### src/rtl/mp_addsub_seq.sv
// Multi-precision add/subtract sequencer.
// Streams WORDS 32-bit words, least-significant first, through one shared
// 32-bit add/sub unit. The carry is chained between words, and the wide
// result is assembled with ARM-style N/Z/C/V flags.
module mp_addsub_seq #(
  parameter int WORDS = 4
) (
  input  logic                  clk,
  input  logic                  rst,
  input  logic                  start,
  input  logic                  op,
  input  logic                  rev,
  input  logic                  use_carry,
  input  logic                  c_flag_in,
  input  logic                  flush,
  input  logic [WORDS*32-1:0]   a_in,
  input  logic [WORDS*32-1:0]   b_in,
  output logic [31:0]           add_a,
  output logic [31:0]           add_b,
  output logic                  add_c_in,
  output logic                  add_op,
  output logic                  add_rev,
  input  logic [31:0]           add_s,
  input  logic                  add_c_out,
  output logic                  busy,
  output logic                  done,
  output logic [WORDS*32-1:0]   result,
  output logic                  flag_n,
  output logic                  flag_z,
  output logic                  flag_c,
  output logic                  flag_v
);

  localparam int W  = WORDS * 32;
  localparam int IW = $clog2(WORDS);
  localparam logic [IW-1:0] LAST_IDX = IW'(WORDS - 1);

  typedef enum logic [1:0] {
    IDLE = 2'd0,
    RUN  = 2'd1,
    DONE = 2'd2
  } state_t;

  state_t        state_reg;
  logic [IW-1:0] idx_reg;
  logic [W-1:0]  a_reg;
  logic [W-1:0]  b_reg;
  logic          op_reg;
  logic          rev_reg;
  logic          use_carry_reg;
  logic          c_flag_reg;
  logic          carry_reg;

  // Split the captured operands into 32-bit words.
  logic [31:0] a_word [WORDS];
  logic [31:0] b_word [WORDS];

  genvar gi;
  generate
    for (gi = 0; gi < WORDS; gi++) begin : g_word
      assign a_word[gi] = a_reg[gi*32 +: 32];
      assign b_word[gi] = b_reg[gi*32 +: 32];
    end
  endgenerate

  logic [31:0] a_cur;
  logic [31:0] b_cur;
  logic        last_word;
  logic        low_zero;

  assign a_cur     = a_word[idx_reg];
  assign b_cur     = b_word[idx_reg];
  assign last_word = (idx_reg == LAST_IDX);
  // Every word except the top one is already in the result register at the last edge.
  assign low_zero  = ~|result[W-33:0];

  // Drive the shared adder. Word 0 uses the adder's own subtract mode.
  // Upper words use plain add with a sequencer-inverted operand, because the
  // adder ignores c_in in subtract mode and the chained carry must get through.
  always_comb begin
    add_a    = '0;
    add_b    = '0;
    add_c_in = 1'b0;
    add_op   = 1'b0;
    add_rev  = 1'b0;
    if (state_reg == RUN) begin
      if (idx_reg == '0) begin
        add_a    = a_cur;
        add_b    = b_cur;
        add_op   = op_reg;
        add_rev  = rev_reg;
        add_c_in = op_reg ? 1'b1 : (use_carry_reg & c_flag_reg);
      end else begin
        add_c_in = carry_reg;
        if (!op_reg) begin
          add_a = a_cur;
          add_b = b_cur;
        end else if (!rev_reg) begin
          add_a = a_cur;
          add_b = ~b_cur;
        end else begin
          add_a = b_cur;
          add_b = ~a_cur;
        end
      end
    end
  end

  // Sequencer state, operand capture, result assembly and flags.
  always_ff @(posedge clk or posedge rst) begin
    if (rst) begin
      state_reg     <= IDLE;
      idx_reg       <= '0;
      a_reg         <= '0;
      b_reg         <= '0;
      op_reg        <= 1'b0;
      rev_reg       <= 1'b0;
      use_carry_reg <= 1'b0;
      c_flag_reg    <= 1'b0;
      carry_reg     <= 1'b0;
      busy          <= 1'b0;
      done          <= 1'b0;
      result        <= '0;
      flag_n        <= 1'b0;
      flag_z        <= 1'b0;
      flag_c        <= 1'b0;
      flag_v        <= 1'b0;
    end else if (flush) begin
      // Abort: the result and flags stay as they are.
      state_reg <= IDLE;
      idx_reg   <= '0;
      busy      <= 1'b0;
      done      <= 1'b0;
    end else begin
      done <= 1'b0;
      case (state_reg)
        RUN: begin
          result[idx_reg*32 +: 32] <= add_s;
          carry_reg                <= add_c_out;
          if (last_word) begin
            state_reg <= DONE;
            done      <= 1'b1;
            flag_c    <= add_c_out;
            flag_n    <= add_s[31];
            flag_z    <= low_zero & ~|add_s;
            flag_v    <= (add_a[31] == add_b[31]) & (add_s[31] != add_a[31]);
          end else begin
            idx_reg <= idx_reg + 1'b1;
          end
        end
        default: begin
          // IDLE, and the edge that ends DONE, can take a new request.
          if (start) begin
            state_reg     <= RUN;
            idx_reg       <= '0;
            a_reg         <= a_in;
            b_reg         <= b_in;
            op_reg        <= op;
            rev_reg       <= rev;
            use_carry_reg <= use_carry;
            c_flag_reg    <= c_flag_in;
            carry_reg     <= 1'b0;
            result        <= '0;
            busy          <= 1'b1;
          end else begin
            state_reg <= IDLE;
            busy      <= 1'b0;
          end
        end
      endcase
    end
  end

endmodule

### config.mk
export PLATFORM = sky130hd
export DESIGN_NAME = mp_addsub_seq
export DESIGN_NICKNAME = d
export VERILOG_FILES = /design/src/rtl/mp_addsub_seq.sv
export SDC_FILE = /design/constraint.sdc
export NUM_CORES = 1
export LEC_CHECK = 0
export CAP_MARGIN = 0
export CELL_PAD_IN_SITES_DETAIL_PLACEMENT = 1
export CELL_PAD_IN_SITES_GLOBAL_PLACEMENT = 1
export CORE_UTILIZATION = 35
export DETAILED_ROUTE_END_ITERATION = 16
export GPL_TIMING_DRIVEN = 0
export MAX_ROUTING_LAYER = met4
export PLACE_DENSITY_LB_ADDON = 0.05
export SYNTH_ARGS = -nofsm -noshare
export SYNTH_HDL_FRONTEND = slang
export SYNTH_SLANG_ARGS = --single-unit
### constraint.sdc
create_clock -name clk -period 12.7 [get_ports clk]
set_input_delay 2.54 -clock clk [delete_from_list [all_inputs] [get_ports clk]]
set_output_delay 2.54 -clock clk [all_outputs]
set_load 0.01 [all_outputs]
# == After elaboration in Yosys (flattened, before gate mapping) ==
# Cells that the tools add are included.
# op_classes
add_sub_neg,2
n_lt_le_gt_ge,1
n_eq_ne,7
n_shift,2
mux,40
n_bitwise,8
reduce_logical,11
# op_table
cell,n
$mux 32,12
$mux 128,2
$bmux 32 s2,2
$bwmux 128,1
$shift 32x34->128 const A,1
$shiftx 32x34->128,1
$reduce_or 96->1,1
$not 32->32,2
$neg 7->34,1
$reduce_or 32->1,1
$mux 1,16
$mux 2,7
$ne 3x3->1 const B,2
$reduce_and 3->1,2
$reduce_and 2->1,2
$and 1x1->1,3
$ge 3x3->1 const B,1
$not 2->3,1
$reduce_bool 3->1,1
$add 2x1->2 const B,1
$eq 2x1->1 const B,1
$eq 2x2->1 const B,1
$logic_not 1->1,2
$logic_not 2->1,1
5 further kinds,6
# totals
register_bits,399
inputBits,297
out_inout_bits,201
word_cells,87

# == Depth between registers and ports, before layout ==
# Gate-level depths: netlist of run 1.
# logic_depth
ltp_word,11
depth_mapped,10
ltp_nobuf,7

# == Worst setup path before layout of run 1 ==
# OpenSTA, ideal clock, no wires.
# synth_timing
path_type,reg2out
start,reg idx_reg[1]
end,out add_a[21]
t_arrival_ns,2.380
t_required_ns,10.160
setup_slack_ns,7.780
path_stages_with_launch,11
path_buffers,4
cell_sequence,dfrtp_1 buf_2 buf_1 inv_1 ha_1 nor2b_1 and2_0 clkbuf_1 buf_1 nand2_1 a21oi_1
# synth_via
elab_chain_len,8
elab_cells_between_ends,12
cone_classes,mux: 10; bitwise: 1; reduce/logical: 1
# synth_lines
element,line,rtl
start: declaration,45,logic [IW-1:0] idx_reg;
start signal: assignment,148,idx_reg <= idx_reg + 1'b1;
$not 2->3 (not written as such),"71, 72",
"$bmux 32 s2, on equally long branches","71, 72",
"$mux 32, on equally long branches (2 in a row)","71, 72",
$mux 32,98,end else if (!rev_reg) begin
$mux 32,95,if (!op_reg) begin
$mux 32 *,87,if (idx_reg == '0) begin
$mux 32 *,86,if (state_reg == RUN) begin
end: declaration,18,"output logic [31:0] add_a,"
# Mark *: on every way between the ends. The rest lies on a longest branch, timed or not. The select of a mux whose other input is x is not followed.

# == Final worst setup path of run 1 ==
# layout_timing
start,reg idx_reg[1]
end,out add_a[20]
# The elaborated chain is that of the path after synthesis.

==> results of run 1 <==
[routing by layer]
layer / vias up / GRT usage
met5: - / -
li1: 6252 / -
met2: 439 / 0.4457
met3: 128 / 0.07585
met4: 0 / 0.1044
met1: 7357 / 0.3312
[report_power, final]
group	internal [mW]	switching (mW)
logic	0.485	0.416
registers	1.47	0.110
clock network	0.762	0.541
[synth_stat cells (all sizes together), types with 2 or more instances]
master	n
a22o	65
nor2b	2
and3	2
clkbuf	47
mux4	64
nand2	269
nand3	2
buf	57
dfrtp	399
inv	7
nor4	34
a21oi	68
o21ai	66
ha	5
and2	2
nand4	8
mux2	261
nor2	10
mux2i	32
a21o	5
nand3b	2
nand2b	2
or3	2
[metrics by stage]
step | power [mW] | cell area, um^2
finish | 3.784 | 25520
global placement | 2.469 | 23780
detailed placement | 2.507 | 24000
global route | 3.957 | 25510
CTS | 3.821 | 25460
floorplan | 2.092 | 17980
[worst min-delay path, delay by kind of cell (launching register included)]
| family | cells | cell delay, ps |
|---|---|---|
| DFF | 1 | 340 |
| AOI/OAI and AO/OA | 1 | 60 |
| and+or+nand+nor | 1 | 40 |
[logic make-up after synthesis]
family / after synthesis / share of synthesized area
flip-flops: 399 / 0.5553
multiplexers: 357 / 0.2614
AO/OA/AOI/OAI: 207 / 0.07251
adder cells (fa/ha/maj): 5 / 0.003479
AND/OR/NAND/NOR: 339 / 0.08009
buffers and inverters: 111 / 0.02721
[final cells by class]
cell class / count / area share
Tap cell: 672 / 0.03295
Multi-Input combinational cell: 908 / 0.2942
Sequential cell: 399 / 0.3913
Inverter: 7 / 0.001177
Clock buffer: 72 / 0.05408
Antenna cell: 25 / 0.002451
Timing Repair Buffer: 506 / 0.2028
Buffer: 104 / 0.01814
Clock inverter: 9 / 0.002991
[path summary, 6_finish.rpt]
kind                                to  slack (ps)  cells past startpoint
setup / recovery             add_a[20]        5130                     11
hold / removal             result[100]         470                      2
setup reg to reg           result[109]        8810                      8
hold reg to reg            result[100]         470                      2
max in group asynchronous    a_reg[46]        8820                      6
min in group asynchronous    b_reg[61]        2390                      2
==> flow_summary.ini, run 1 <==
[detailed_routing]
drtIter0Drc = 729
post_drt_wl_per_cell_um = 25.74
wl_met1_um = 28280
vias = 14176
finalWirelength_um = 69550
ant_nets = 0
viasPerCell = 5.246
drc_errors = 0
dr.pass1.iters = 5
dr_wl_met2_um = 34050
top_layer = met4
route.met3.wl_um = 4944

[yosys]
syn_nets = 1720
yosysTopAreaCell = dfrtp_1
syn_area_mm2 = 0.01798
synth.distinct_cells = 37
ys.flop_type = dfrtp_1
syn_inst = 1418
synth_seq_cells = 399
synth_edf_count = 0
synth_top_area_share = 0.5553
ys_warn_count = 0
async_reset_ff_frac = 1.000
ys_top_cells_by_area = dfrtp_1 (56%), mux2_2 (16%), mux4_2 (8.0%)
ys_seq_area_frac = 0.5553
synth.avg_cell_area_um2 = 12.68

[sta]
slew_viol_final = 0
finalSetupViolations = 0
hold_viol_final = 0
worst_slack_ps = 5131
finalCriticalPeriod_ps = 7569
fmax_mhz = 132.1
worst_pin_slew_ps = 1154
whs_ps = 472.1
rsz0062_at_grt = no
skew_ps = 16.54
slew_headroom = 0.2246
finalSetupTns_ps = 0
period_share = 0.5960

[pwr]
irDropWorstVdd_mv = 0.09863
power.density_mw_per_mm2 = 148.3
p_leak_nw = 10.44

[cts]
cts_tree = yes
worstSkewPairLatency_ps = 580
cts_resized = 0
ctsHoldBuffers = 0
post_cts_buffers = 0
clk_pin_slew_ps = 60
cts_root_buf = clkbuf_16
numCtsBuffers = 46
htreeDepth = 2
clock_path_buffers = 3
cts.sinks = 399

[global_routing]
grt_pass1_vias = 15508
grt_usage = 0.2771
grt_max_degree = 42
grt_overflow_total = 0
antenna_found_initial = 23
grt_pass1_wl_um = 103800

[critical_path]
crit_type = flip-flop to primary output
crit_chain = buf_2 > buf_1 > inv_1 > ha_1 > nor2b_1 > and2_0 > clkbuf_1 > clkbuf_1 > nand2_1 > a21oi_1 > clkdlybuf4s50_1
end_kind = primary output
max_stage_delay_ps = 640
critPathRequiredTime_ps = 10160
r2r-start = idx_reg[1]
crit_path_start = idx_reg[1]
path_common_cell = clkbuf_1
crit_arrival_ps = 5030
critPathMaxFanout = 10
startpoint_type = flip-flop
slowest_stage = clkdlybuf4s50_1
path_buf_inv = 6
cp_top_family = buffers and inverters

[die]
rows = 82
initial_utilization = 0.3569
die_h_um = 228.7
die_area_mm2 = 0.05229
core_area_mm2 = 0.05038
die_w_um = 228.7
io_pins = 498

[placement]
post-place-cells = 2596
port_buffers = 495
place_hpwl_um = 53400
gp_congestion = 0.8529
pre_cts_ws_ps = 5654

[finish]
drive_above_1_share = 0.2269
final_common_cell = clkdlybuf4s50_1
fillers = 5286
fin_cells = 2702
mostFrequentLayoutCells = clkdlybuf4s50_1 (495), dfrtp_1 (399), nand2_1 (269), mux2_2 (261), a21oi_1 (68)
syn_to_final_growth_pct = 41.92
fin_nets = 2274
regArea_mm2 = 0.009985
multiInputGateArea_mm2 = 0.007507
final_util = 0.5066

[run]
drv_cap = 0

[worst_hold_path]
min_from = result[100]
hold_path.class = flip-flop to flip-flop

[outcome]
status = completed
(Power assumes the default switching activity.)
==> run 2, diff against run 1 <==
- clock period: 12.7 -> 6.5 ns (I/O delays scaled with it)
==> run 2 against run 1 <==
Against the previous run:
- non-clock buffer count shrank 1
- largest power group unchanged
- critical path depth shrank 1
- sequential power rose by 96%
- clock-buffer cell count is the same
- highest routed layer unchanged
==> flow_summary.ini, run 2 (same netlist as run 1, synthesis figures left out) <==
[sta]
whs_ps = 472.1
fmax_mhz = 169.5
finalCriticalPeriod_ps = 5899
rsz0062_at_grt = no
worst_slack_ps = 600.6
hold_viol_final = 0
slew_headroom = 0.2260
slew_viol_final = 0
finalSetupViolations = 0
worst_pin_slew_ps = 1151
skew_ps = 14.97
period_share = 0.9076

[critical_path]
critPathMaxFanout = 19
crit_arrival_ps = 4600
critPathRequiredTime_ps = 5200
reg2reg_depth = 7
r2r-end = result[109]
r2r-start = idx_reg[1]
crit_type = flip-flop to primary output
reg2reg_setup_slack_ps = 3040
end_kind = primary output
startpoint_type = flip-flop

[cts]
cts_root_buf = clkbuf_16
cts_tree = yes
numCtsBuffers = 46
cts_resized = 0
worstSkewPairLatency_ps = 580
clk_pin_slew_ps = 60
cts.sinks = 399
clock_path_buffers = 3
ctsHoldBuffers = 0
htreeDepth = 2

[finish]
fin_nets = 2273
final_util = 0.5065
syn_to_final_growth_pct = 41.90
mostFrequentLayoutCells = clkdlybuf4s50_1 (495), dfrtp_1 (399), nand2_1 (269), mux2_2 (261), a21oi_1 (68)
final_common_cell = clkdlybuf4s50_1
fin_cells = 2701
drive_above_1_share = 0.2270

[global_routing]
antenna_found_initial = 23
grt_pass1_wl_um = 103800
grt_usage = 0.2771
grt_pass1_vias = 15508
grt_overflow_total = 0
grt_max_degree = 42

[detailed_routing]
finalWirelength_um = 69640
drc_errors = 0
ant_nets = 0
viasPerCell = 5.252
vias = 14186
dr.pass1.iters = 4
post_drt_wl_per_cell_um = 25.78
drtIter0Drc = 774

[die]
die_w_um = 228.7
die_area_mm2 = 0.05229
rows = 82
die_h_um = 228.7
io_pins = 498
core_area_mm2 = 0.05038
initial_utilization = 0.3569

[worst_hold_path]
holdPathStages = 2
min_from = result[100]
hold_path.class = flip-flop to flip-flop
hold_end = result[100]

[pwr]
fin_total_pwr_mw = 7.392
p_comb_frac = 0.238
irDropWorstVdd_mv = 0.1922
pwr-share-seq = 0.417
p_leak_nw = 10.43
power.share.clock = 0.344
switching_share = 0.2820
power.density_mw_per_mm2 = 289.7
p_sw_mw = 2.084
p_int_mw = 5.308

[outcome]
status = completed

[placement]
pre_cts_ws_ps = 693.9
gp_congestion = 0.8529
place_hpwl_um = 53400
port_buffers = 495
post-place-cells = 2596

[run]
drv_cap = 0
## run 2: power groups by stage
stage	logic, mW	clock network [mW]	registers (mW)
global placement	1.71	0	3.11
floorplan	1.03	0	3.06
finish	1.76	2.55	3.09
detailed placement	1.77	0	3.13
CTS	1.78	2.60	3.09
global route	1.90	2.70	3.14
## run 2: repair_timing
item | CTS | global route
setup endpoints to repair | 0 | 16
endpoints found under the hold margin | 0 | 0
buffers inserted | 0 | 0
## run 2: final cells by class
class,instances,area (um^2)
antenna,25,62.56
buffer,103,459.2
clock buffer,72,1380
clock inverter,9,76.32
fill,5286,24860
inverter,7,30.03
multi-input combinational,908,7507
sequential,399,9985
tap,672,840.8
timing repair buffer,506,5175
## run 2: how the worst max path moves through the flow
stage | cells after the start | endpoint | slack (ps) | startpoint
6_report | 10 | add_a[20] | 600 | idx_reg[1]
5_1_grt | 10 | add_a[21] | 300 | idx_reg[1]
4_1_cts | 11 | add_a[20] | 60 | idx_reg[1]
3_5_place_dp | 11 | add_a[20] | 690 | idx_reg[1]
3_3_place_gp | 2 | a_reg[111] | -3200 | rst
2_1_floorplan | 1 | a_reg[0] | -170 | rst
## run 2: through the flow
stage / TNS (ps) / cell area (um^2)
after global placement: -1245090 / 23780
after detailed placement: 0 / 24000
final: 0 / 25520
after floorplan: -68540 / 17980
after global routing: 0 / 25510
after CTS: 0 / 25460
## run 2: layer usage
layer,vias up,GRT usage,wire [um]
met2,431,0.4457,34030
met3,130,0.07585,4901
met5,-,-,0
met4,0,0.1044,2299
met1,7371,0.3312,28420
li1,6254,-,-
## run 2: worst max-delay path, cell delays in order (launching register included)
cell and delay, ps:
dfrtp_1 510, buf_2 600, inv_1 210, ha_1 330, nor2b_1 430, and2_0 190, clkbuf_1 200, clkbuf_1 550
nand2_1 160, a21oi_1 180, clkdlybuf4s50_1 640
==> run 3, diff against run 2 <==
- TNS_END_PERCENT: not set -> 1
==> results of run 3 <==
Same layout as run 2: the final DEF is identical, and so are final timing and power.
